[src/rtl/pe_accum_f32.sv]
// Sequencing accumulator in front of an external combinational float32 adder.
// Streams `len` operands in, folds them into a running sum, returns it over valid/ready.
module pe_accum_f32 #(
    parameter int WIDTH  = 32,
    parameter int COUNTW = 8
) (
    input  logic              clk,
    input  logic              rst_n,
    input  logic              start,
    input  logic [COUNTW-1:0] len,
    input  logic              in_valid,
    input  logic [WIDTH-1:0]  in_data,
    output logic              in_ready,
    output logic [WIDTH-1:0]  add_a,
    output logic [WIDTH-1:0]  add_b,
    input  logic [WIDTH-1:0]  add_sum,
    output logic              out_valid,
    output logic [WIDTH-1:0]  out_data,
    input  logic              out_ready,
    output logic              busy,
    output logic [COUNTW-1:0] elem_count
);

    typedef enum logic [1:0] {
        ST_IDLE = 2'd0,
        ST_LOAD = 2'd1,
        ST_ADD  = 2'd2,
        ST_DONE = 2'd3
    } state_t;

    state_t              state_q, state_d;
    logic [WIDTH-1:0]    acc_q, acc_d;
    logic [WIDTH-1:0]    opnd_q, opnd_d;
    logic [COUNTW-1:0]   remaining_q, remaining_d;
    logic [COUNTW-1:0]   elem_count_q, elem_count_d;
    logic                first_q, first_d;

    always_comb begin
        state_d      = state_q;
        acc_d        = acc_q;
        opnd_d       = opnd_q;
        remaining_d  = remaining_q;
        elem_count_d = elem_count_q;
        first_d      = first_q;

        case (state_q)
            ST_IDLE: begin
                if (start) begin
                    acc_d        = '0;
                    elem_count_d = '0;
                    if (len != '0) begin
                        remaining_d = len;
                        first_d     = 1'b1;
                        state_d     = ST_LOAD;
                    end else begin
                        remaining_d = '0;
                        state_d     = ST_DONE;
                    end
                end
            end

            ST_LOAD: begin
                if (in_valid) begin
                    elem_count_d = elem_count_q + COUNTW'(1);
                    remaining_d  = remaining_q - COUNTW'(1);
                    // First operand seeds the sum directly instead of a 0+x adder pass.
                    if (first_q) begin
                        acc_d   = in_data;
                        first_d = 1'b0;
                        state_d = (remaining_q == COUNTW'(1)) ? ST_DONE : ST_LOAD;
                    end else begin
                        opnd_d  = in_data;
                        state_d = ST_ADD;
                    end
                end
            end

            ST_ADD: begin
                acc_d   = add_sum;
                state_d = (remaining_q == '0) ? ST_DONE : ST_LOAD;
            end

            ST_DONE: begin
                if (out_ready) begin
                    state_d = ST_IDLE;
                end
            end

            default: state_d = ST_IDLE;
        endcase
    end

    always_ff @(posedge clk or negedge rst_n) begin
        if (!rst_n) begin
            state_q      <= ST_IDLE;
            acc_q        <= '0;
            opnd_q       <= '0;
            remaining_q  <= '0;
            elem_count_q <= '0;
            first_q      <= 1'b0;
        end else begin
            state_q      <= state_d;
            acc_q        <= acc_d;
            opnd_q       <= opnd_d;
            remaining_q  <= remaining_d;
            elem_count_q <= elem_count_d;
            first_q      <= first_d;
        end
    end

    // Handshake flags decode the state register only; no path from in_valid/out_ready.
    assign in_ready   = (state_q == ST_LOAD);
    assign out_valid  = (state_q == ST_DONE);
    assign busy       = (state_q != ST_IDLE);
    assign out_data   = acc_q;
    assign add_a      = acc_q;
    assign add_b      = opnd_q;
    assign elem_count = elem_count_q;

endmodule

[config.mk]
export PLATFORM = sky130hd
export DESIGN_NAME = pe_accum_f32
export DESIGN_NICKNAME = d
export VERILOG_FILES = /design/src/rtl/pe_accum_f32.sv
export SDC_FILE = /design/constraint.sdc
export NUM_CORES = 1
export LEC_CHECK = 0
export BUFFER_PORTS_ARGS = -buffer_cell sky130_fd_sc_hd__buf_2
export CELL_PAD_IN_SITES_DETAIL_PLACEMENT = 1
export CELL_PAD_IN_SITES_GLOBAL_PLACEMENT = 1
export CORE_ASPECT_RATIO = 0.9
export CORE_UTILIZATION = 35
export CTS_CLUSTER_DIAMETER = 30
export DETAILED_ROUTE_END_ITERATION = 8
export PLACE_DENSITY_LB_ADDON = 0.1
export SYNTH_ARGS = -nofsm -noshare
export SYNTH_HDL_FRONTEND = slang
export SYNTH_SLANG_ARGS = --single-unit
export TNS_END_PERCENT = 10
[constraint.sdc]
create_clock -name clk -period 2.8 [get_ports clk]
set_clock_uncertainty 0.1 [all_clocks]
set_input_delay 0.14 -clock clk [delete_from_list [all_inputs] [get_ports clk]]
set_output_delay 0.14 -clock clk [all_outputs]
set_load 0.05 [all_outputs]
## Yosys cells after proc, flatten, opt, wreduce, memory -nomap -nowiden

Index checks and enable logic that the tools add are counted.

| word-level totals | value |
|---|---|
| flip-flop bits (word level) | 83 |
| word-level logic and storage cells | 52 |
| output and inout bits | 107 |
| bits of input ports | 77 |

| operators by class | value |
|---|---|
| multiplexer cells | 23 |
| reductions and logical operators | 11 |
| eq/ne operators | 9 |
| add/subtract/negate cells | 2 |
| bitwise operators | 1 |

Operator list:

| kind | number |
|---|---|
| $mux 32 | 3 |
| $pmux 32 s3 | 1 |
| $mux 8 | 5 |
| $pmux 8 s2 | 2 |
| $mux 2 | 7 |
| $reduce_and 3->1 | 3 |
| $add 8x1->8 const B | 1 |
| $eq 8x1->1 const B | 1 |
| $logic_not 8->1 | 1 |
| $pmux 2 s4 | 1 |
| $reduce_and 4->1 | 2 |
| $reduce_bool 8->1 | 1 |
| $sub 8x1->8 const B | 1 |
| $ne 2x2->1 const B | 3 |
| $eq 2x2->1 const B | 2 |
| $ne 2x1->1 const B | 2 |
| $reduce_bool 2->1 | 2 |
| $mux 1 | 3 |
| $reduce_bool 3->1 | 1 |
| $eq 2x1->1 const B | 1 |
| $logic_not 2->1 | 1 |
| $pmux 1 s2 | 1 |
| $not 1->1 | 1 |

## Longest topological paths before layout

Gate-level depths: netlist of the first run.

| depth | value |
|---|---|
| depth in word-level cells | 5 |
| gate-level depth with buffers | 8 |
| depth with buffers taken out | 6 |

## Least setup slack after synthesis of the first run

OpenSTA, ideal clock, no wires.

| path | value |
|---|---|
| path kind | flip-flop to flip-flop |
| from | reg state_q[1] |
| to | reg elem_count_q[0], in the netlist elem_count[0] |
| path buffers | 3 |
| setup slack | 437 ps |
| stages on the path, launching flop included | 9 |
| arrival | 2132 ps |
| data required time | 2569 ps |
| clock period less this slack | 2363 ps |
| cells stage by stage | dfrtp_1 inv_1 ha_1 buf_2 clkbuf_1 clkbuf_1 nand4_1 o311ai_0 nor2_1 |

| on the way | value |
|---|---|
| longest elaborated chain between the ends | 3 |
| elaborated cells on any way between the ends | 7 |
| classes of those cells | 3 x eq/ne; 1 x mux; 3 x reduce/logical |

Ends and longest elaborated chain:

| element | line | source |
|---|---|---|
| start: declaration | 31 | `state_t state_q, state_d;` |
| start signal: assignment | 102 | `state_q <= state_d;` |
| $eq 2x1->1 (*) | n/a |  |
| net in_ready | 13 | `output logic in_ready,` |
| $ne 2x2->1 (no source line) / $reduce_bool 2->1 (equally long branches) | n/a |  |
| $reduce_and 3->1 (no source line) | n/a |  |
| end signal: assignment | 106 | `elem_count_q <= elem_count_d;` |
| end: declaration | 35 | `logic [COUNTW-1:0] elem_count_q, elem_count_d;` |

Mark *: on every way through the listed nets, which the timed path passes. The rest lies on a longest branch.
A chain may end at the register's enable or synchronous reset.

## Worst setup path after layout of the first run

| path | value |
|---|---|
| from | reg state_q[1] |
| to | reg elem_count_q[0], in the netlist elem_count[0] |

| on the way | value |
|---|---|
| longest elaborated chain between the ends | 3 |
| elaborated cells on any way between the ends | 7 |
| classes of those cells | 3 x eq/ne; 1 x mux; 3 x reduce/logical |

Ends and longest elaborated chain:

| element | line | source |
|---|---|---|
| $eq 2x1->1 / $logic_not 2->1 (equally long branches) | 46 | `case (state_q)` |
| $ne 2x2->1 (no source line) / $reduce_bool 2->1 (equally long branches) | n/a |  |
| $reduce_and 3->1 (no source line) | n/a |  |

Parallel ways exist; a longest one is shown, timed or not.

==> impl_metrics.yaml, run 1 <==
worst_setup_path:
  classification_of_the_worst_setup_path: "reg2reg"
  timing.critical_path.mode_cell: "sky130_fd_sc_hd__inv_1"
  highest_fanout_seen_on_the_critical_path: 40
  crit-reg2reg-launch: "state_q[1]"
  cpPeakStageDelay_ns: 0.45
  worst_setup_ep_type: "flip-flop"
  worst_r2r_endpoint: "elem_count[0]"
  timing.critical_path.cells: "inv_1 > ha_2 > buf_4 > inv_1 > nand3_1 > o311ai_0 > nor2_1"
  reg2reg_slack_ns: 0.47
  cp-start-kind: "flip-flop"
  worst-r2r-cell-count: 7
  worstPathArrival_ns: 2.50
  worst_path_slowest_cell: "sky130_fd_sc_hd__dfrtp_1"
  required_ns: 2.97
logic_synthesis:
  synth_flop_cell: "sky130_fd_sc_hd__dfrtp_1"
  synth_area_leaders: "sky130_fd_sc_hd__dfrtp_1, sky130_fd_sc_hd__mux2_2, sky130_fd_sc_hd__a22o_1"
  synth_area_leader_cell: "sky130_fd_sc_hd__dfrtp_1"
  avgSynthCellArea_um2: 10.02
  yosys_warnings: 0
  synth-async-reset-ratio: 1.000
  ys_ff_latch: 83
  yosys.cell_count.top_type: "sky130_fd_sc_hd__dfrtp_1"
  synth_sequential_area_ratio: 0.4830
  count_of_flip_flops_with_a_built_in_enable_after_synthesis: 0
  synth_commonest_cells: "sky130_fd_sc_hd__dfrtp_1, sky130_fd_sc_hd__nand2_1, sky130_fd_sc_hd__nand3_1"
  post_synth_inst_count: 429
  postSynthNetCount: 516
  mappedNetlistArea_um2: 4300
  yosysUniqueCellTypes: 43
  fraction_of_synthesized_cell_area_taken_by_the_top_area_cell_type: 0.4830
clock_tree:
  cts_inserted_buffers: 9
  clockRootBuffer: "sky130_fd_sc_hd__clkbuf_16"
  tritoncts: "done"
  cts.path.max_buffers: 2
  clk_pin_slew_worst_paths_ns: 0.06
  clock_insertion_delay_worst_skew_ns: 0.34
  resized_cells_post_cts: 0
  clock_sink_count: 83
  htree_levels: 3
die:
  die_w_um: 118.8
  floorplan.io_pins: 184
  num_rows: 38
  chipHeight_um: 107.2
  floorplan.initialDensity: 0.3575
  die_ar_um2: 12730
  core_area_um2: 12030
placed_design:
  placedInstanceArea_um2: 5176
  dp.final_hpwl_mm: 9.352
  gpl.final_weighted_congestion: 0.7461
  post-place-cells: 725
  count_of_input_and_output_buffers: 183
sta:
  finalCritPeriodShare: 0.8309
  relSlewSlack: 0.5775
  clock.fmax_ghz: 0.4298
  final_period_minus_worst_setup_slack_ns: 2.327
  hold_ws_ns: 0.01168
  fin_setup_tns_ns: 0
  report.final.setup_viol: 0
  rsz_0062_raised_after_global_routing: "no"
  max_slew_vio_count: 0
  hold_violations: 0
  actual_slew_at_the_worst_max_slew_pin_ns: 0.6289
cells_and_area:
  final_layout_net_count: 699
  share_of_final_layout_standard_cells_stronger_than_drive_strength_1: 0.3977
  n_antenna_cell: 0
  final_cell_area_um2: 5799
  area_growth_pct: 34.86
  fin_util: 0.4821
  stdcell_count: 776
hold_path:
  timing.hold.worst.start: "len[3]"
  worst_hold_path.endpoint: "remaining_q[3]"
  min-delay-path-class: "in2reg"
  timing.hold.worst_path_depth: 3
grt:
  grt_start_max_net_pins: 46
  grt_remaining_overflow: 0
  antenna_found_initial: 0
  grt_pass1_wl_mm: 21.34
  grt_usage: 0.2189
  grt_pass1_vias: 4082
pwr:
  p_leak_nw: 3.088
  ir_drop_worst_vdd_mv: 0.7355
  powerDensity_nw_per_um2: 1360
route:
  antenna_violating_nets_post_route: 0
  drc: 0
  number_of_detailed_routing_iterations_run_before_antenna_repair: 4
  wire_per_inst_um: 17.14
  final_wl_mm: 13.30
  via_count: 3898
  viasPerCell: 5.023
  initialDrtViolationCount: 187
run:
  max_cap_violations: 0
status:
  status: "completed"
## layout make-up
type,count,area [um2]
Sequential cell,83,2077
Clock buffer,13,250.2
Inverter,7,26.28
Tap cell,160,200.2
Clock inverter,2,12.51
Fill cell,1418,6230
Timing Repair Buffer,229,1366
Multi-Input combinational cell,282,1867
## worst max-delay path by stage
stage                          start       endpoint  slack [ns]
after floorplan           state_q[1]  elem_count[0]        0.44
after global placement    state_q[1]  elem_count[0]        0.62
after detailed placement  state_q[1]  elem_count[0]        0.48
after CTS                 state_q[1]  elem_count[0]        0.46
after global routing      state_q[1]  elem_count[0]        0.31
final                     state_q[1]  elem_count[0]        0.47
## critical path, delay by kind of cell, from the launching register on
kind / cells / cell delay [ns]
AND/OR/NAND/NOR: 2 / 0.50
adder cells (fa/ha/maj): 1 / 0.21
flip-flops: 1 / 0.45
buffers and inverters: 3 / 0.79
AO/OA/AOI/OAI: 1 / 0.20
## state kept, by name, indices dropped and copies added, names as in the netlist
register	flops
state_q	2
remaining_q	8
elem_count	8
first_q	1
add_a	32
add_b	32
## per-stage QoR
stage / power [mW] / setup slack (ns)
final: 7.889 / 0.4735
after global routing: 8.378 / 0.3097
after floorplan: 5.685 / 0.4370
after CTS: 7.984 / 0.4569
after global placement: 6.702 / 0.6227
after detailed placement: 6.821 / 0.4813
## power breakdown
part / switching [mW] / total [mW] / internal [mW]
Sequential: 0.357 / 2.04 / 1.68
Combinational: 3.42 / 4.77 / 1.34
Clock: 0.465 / 1.08 / 0.619
Total: 4.25 / 7.89 / 3.64
## layer usage
metal  global-route usage  share of wire  vias up
met3              0.04521          0.048       16
met2               0.3542           0.47      124
li1                     -              -     1845
met1               0.2858           0.46     1913
met5                    0              0        -
met4              0.09042          0.019        0
## cell usage in the layout, fill, tap and decap left out, types with 3 or more instances in the layout
cell type	n
sky130_fd_sc_hd__mux2i_1	5
sky130_fd_sc_hd__o22ai_1	3
sky130_fd_sc_hd__buf_2	182
sky130_fd_sc_hd__nor2b_1	4
sky130_fd_sc_hd__nand2b_1	9
sky130_fd_sc_hd__buf_4	10
sky130_fd_sc_hd__a21oi_1	8
sky130_fd_sc_hd__dlygate4sd3_1	36
sky130_fd_sc_hd__nand3_1	46
sky130_fd_sc_hd__inv_1	7
sky130_fd_sc_hd__nor2_1	6
sky130_fd_sc_hd__o21ai_0	11
sky130_fd_sc_hd__or4_1	4
sky130_fd_sc_hd__a22o_1	34
sky130_fd_sc_hd__clkbuf_1	3
sky130_fd_sc_hd__mux2_2	32
sky130_fd_sc_hd__dfrtp_1	83
sky130_fd_sc_hd__ha_1	9
sky130_fd_sc_hd__nor3_1	3
sky130_fd_sc_hd__nand2_1	78
sky130_fd_sc_hd__clkbuf_16	9
sky130_fd_sc_hd__a22oi_1	3
## kinds of logic after synthesis
logic type,synth area share
AO/OA/AOI/OAI,0.1237
buffers and inverters,0.08641
AND/OR/NAND/NOR,0.1804
XOR/XNOR,0.002037
flip-flops,0.4830
multiplexers,0.09543
adder cells (fa/ha/maj),0.02910
## timing repair
item | CTS | global route
hold buffers | 36 | 0
endpoints found under the hold margin | 73 | 0
setup buffers | 0 | 0
Power figures use the tool's default switching activity.
==> inputs of run 2 (changes only) <==
--- a/config.mk
+++ b/config.mk
@@ -9,7 +9,7 @@
 export CELL_PAD_IN_SITES_DETAIL_PLACEMENT = 1
 export CELL_PAD_IN_SITES_GLOBAL_PLACEMENT = 1
 export CORE_ASPECT_RATIO = 0.9
-export CORE_UTILIZATION = 35
+export CORE_UTILIZATION = 32
 export CTS_CLUSTER_DIAMETER = 30
 export DETAILED_ROUTE_END_ITERATION = 8
 export PLACE_DENSITY_LB_ADDON = 0.1
==> constraint.sdc (replaced) <==
create_clock -name clk -period 1.9 [get_ports clk]
set_clock_uncertainty 0.1 [all_clocks]
set_input_delay 0.095 -clock clk [delete_from_list [all_inputs] [get_ports clk]]
set_output_delay 0.095 -clock clk [all_outputs]
set_load 0.05 [all_outputs]
==> impl_metrics.yaml, run 2 (synthesis results as in run 1) <==
grt:
  grt_start_max_net_pins: 38
  grt_pass1_vias: 4170
  grt_usage: 0.1970
  grt_remaining_overflow: 0
  grt_pass1_wl_mm: 21.13
  antenna_found_initial: 0
sta:
  report.final.setup_viol: 0
  finalCritPeriodShare: 0.9868
  post-route-worst-setup-slack_ns: 0.02501
  rsz_0062_raised_after_global_routing: "yes"
  relSlewSlack: 0.7101
  clock.fmax_ghz: 0.5333
  hold_violations: 0
  actual_slew_at_the_worst_max_slew_pin_ns: 0.4349
  max_slew_vio_count: 0
  final_period_minus_worst_setup_slack_ns: 1.875
clock_tree:
  htree_levels: 3
  cts.path.max_buffers: 2
  clock_insertion_delay_worst_skew_ns: 0.34
  clock_sink_count: 83
  clk_pin_slew_worst_paths_ns: 0.06
  tritoncts: "done"
  cts_inserted_buffers: 9
  clockRootBuffer: "sky130_fd_sc_hd__clkbuf_16"
die:
  chipHeight_um: 112.0
  die_w_um: 124.2
  die_ar_um2: 13910
  num_rows: 39
  core_area_um2: 12880
  floorplan.initialDensity: 0.3338
  floorplan.io_pins: 184
route:
  wire_per_inst_um: 16.48
  viasPerCell: 4.950
  number_of_detailed_routing_iterations_run_before_antenna_repair: 4
  antenna_violating_nets_post_route: 0
  initialDrtViolationCount: 138
  drc: 0
  final_wl_mm: 13.27
  via_count: 3985
placed_design:
  dp.final_hpwl_mm: 9.615
  gpl.final_weighted_congestion: 0.7946
  placedInstanceArea_um2: 5344
  count_of_input_and_output_buffers: 183
  dp_worst_setup_slack_ns: -0.04869
  post-place-cells: 746
pwr:
  p_leak_nw: 3.241
  ir_drop_worst_vdd_mv: 0.9741
  powerDensity_nw_per_um2: 2014
status:
  status: "completed"
cells_and_area:
  layout.cells.most_common: "sky130_fd_sc_hd__buf_2"
  final_cell_area_um2: 6127
  final_layout_net_count: 723
  share_of_final_layout_standard_cells_stronger_than_drive_strength_1: 0.4275
  layout.filler_cells: 1502
  layout.cells.most_common_list: "sky130_fd_sc_hd__buf_2, sky130_fd_sc_hd__dfrtp_1, sky130_fd_sc_hd__nand2_1, sky130_fd_sc_hd__nand3_1, sky130_fd_sc_hd__dlygate4sd3_1"
  multiInputGateArea_um2: 1917
  n_antenna_cell: 0
  seq_area_um2: 2078
  area_growth_pct: 42.48
  stdcell_count: 805
worst_setup_path:
  timing.critical_path.cells: "ha_4 > nor2b_1 > or3_4 > or4_1 > nand3_1"
  classification_of_the_worst_setup_path: "reg2reg"
  timing.critical_path.depth: 5
  required_ns: 2.08
  worst_path_slowest_cell: "sky130_fd_sc_hd__or3_4"
  highest_fanout_seen_on_the_critical_path: 11
  worst_r2r_endpoint: "elem_count[6]"
  cpPeakStageDelay_ns: 0.46
  worst-r2r-cell-count: 5
  worst_path_dominant_cell_family: "simple AND/OR/NAND/NOR gates"
  cp-start-kind: "flip-flop"
  worstPathArrival_ns: 2.05
  worst_setup_ep_type: "flip-flop"
  crit-reg2reg-launch: "state_q[0]"
  cp_num_buf_inv: 0
  reg2reg_slack_ns: 0.03
hold_path:
  worst_hold_path.endpoint: "add_a[22]"
  timing.hold.worst_path_depth: 4
  min-delay-path-class: "in2reg"
  timing.hold.worst.start: "add_sum[22]"
run:
  max_cap_violations: 0
==> run 2: cell count changes in the layout (fill, tap and decap cells not counted), moves of 2 or more <==
cell / previous run / this run
sky130_fd_sc_hd__bufinv_16: 0 / 2
sky130_fd_sc_hd__clkbuf_1: 3 / 1
sky130_fd_sc_hd__ha_4: 0 / 2
sky130_fd_sc_hd__inv_1: 7 / 5
sky130_fd_sc_hd__buf_4: 10 / 28
sky130_fd_sc_hd__dlygate4sd3_1: 36 / 41
sky130_fd_sc_hd__inv_2: 0 / 2
sky130_fd_sc_hd__nor4_1: 2 / 0
==> run 2: power breakdown <==
group	internal, mW	switching (mW)	total (mW)	leakage, nW
Sequential	2.48	0.517	2.99	1.04
Combinational	2.29	5.13	7.42	2.04
Clock	1.22	0.706	1.93	0.159
==> run 2: through the flow <==
step           TNS [ns]    util  hold slack (ns)  total power, mW
4_1_cts               0  0.4729         0.003693            12.43
2_1_floorplan    -2.900       -          -0.3006            8.460
5_1_grt        -0.04390  0.4756          0.01779            13.14
6_report              0  0.4756          0.01275            12.34
3_5_place_dp   -0.05954  0.4148         -0.02720            10.38
3_3_place_gp          0  0.4148         -0.02853            10.23
==> run 2: timing repair <==
action | CTS | global route
setup endpoints to repair | 2 | 6
resized for setup | 1 | 5
hold buffers | 41 | 0
pin swaps | 0 | 1
hold endpoints to repair | 105 | 0
setup buffers | 1 | 1
==> run 2: worst max-delay path by stage <==
stage,startpoint,to
2_1_floorplan,state_q[1],add_b[15]
4_1_cts,state_q[0],elem_count[6]
6_report,state_q[0],elem_count[6]
3_5_place_dp,state_q[0],elem_count[6]
3_3_place_gp,state_q[0],elem_count[6]
5_1_grt,state_q[1],elem_count[6]
==> run 2: routing by layer <==
layer	wire length, um	global-route usage	vias to the layer above
met5	0	0	-
met2	6785	0.3470	113
met4	51	0.03413	0
met3	609	0.04662	6
met1	5824	0.2441	1977
li1	-	-	1889
==> run 2: tightest hold or removal path: stages <==
cell and delay, ns:
sky130_fd_sc_hd__buf_2 0.08, sky130_fd_sc_hd__a22o_1 0.13, sky130_fd_sc_hd__nand3_1 0.07, sky130_fd_sc_hd__nand2_1 0.05
==> run 2: layout make-up <==
type | instances | area share
clock buffers | 12 | 0.04186
clock inverters | 4 | 0.01184
inverters | 7 | 0.004288
multi-input cells | 282 | 0.3128
flip-flops and latches | 83 | 0.3392
well taps | 164 | 0.03349
repair buffers | 253 | 0.2565
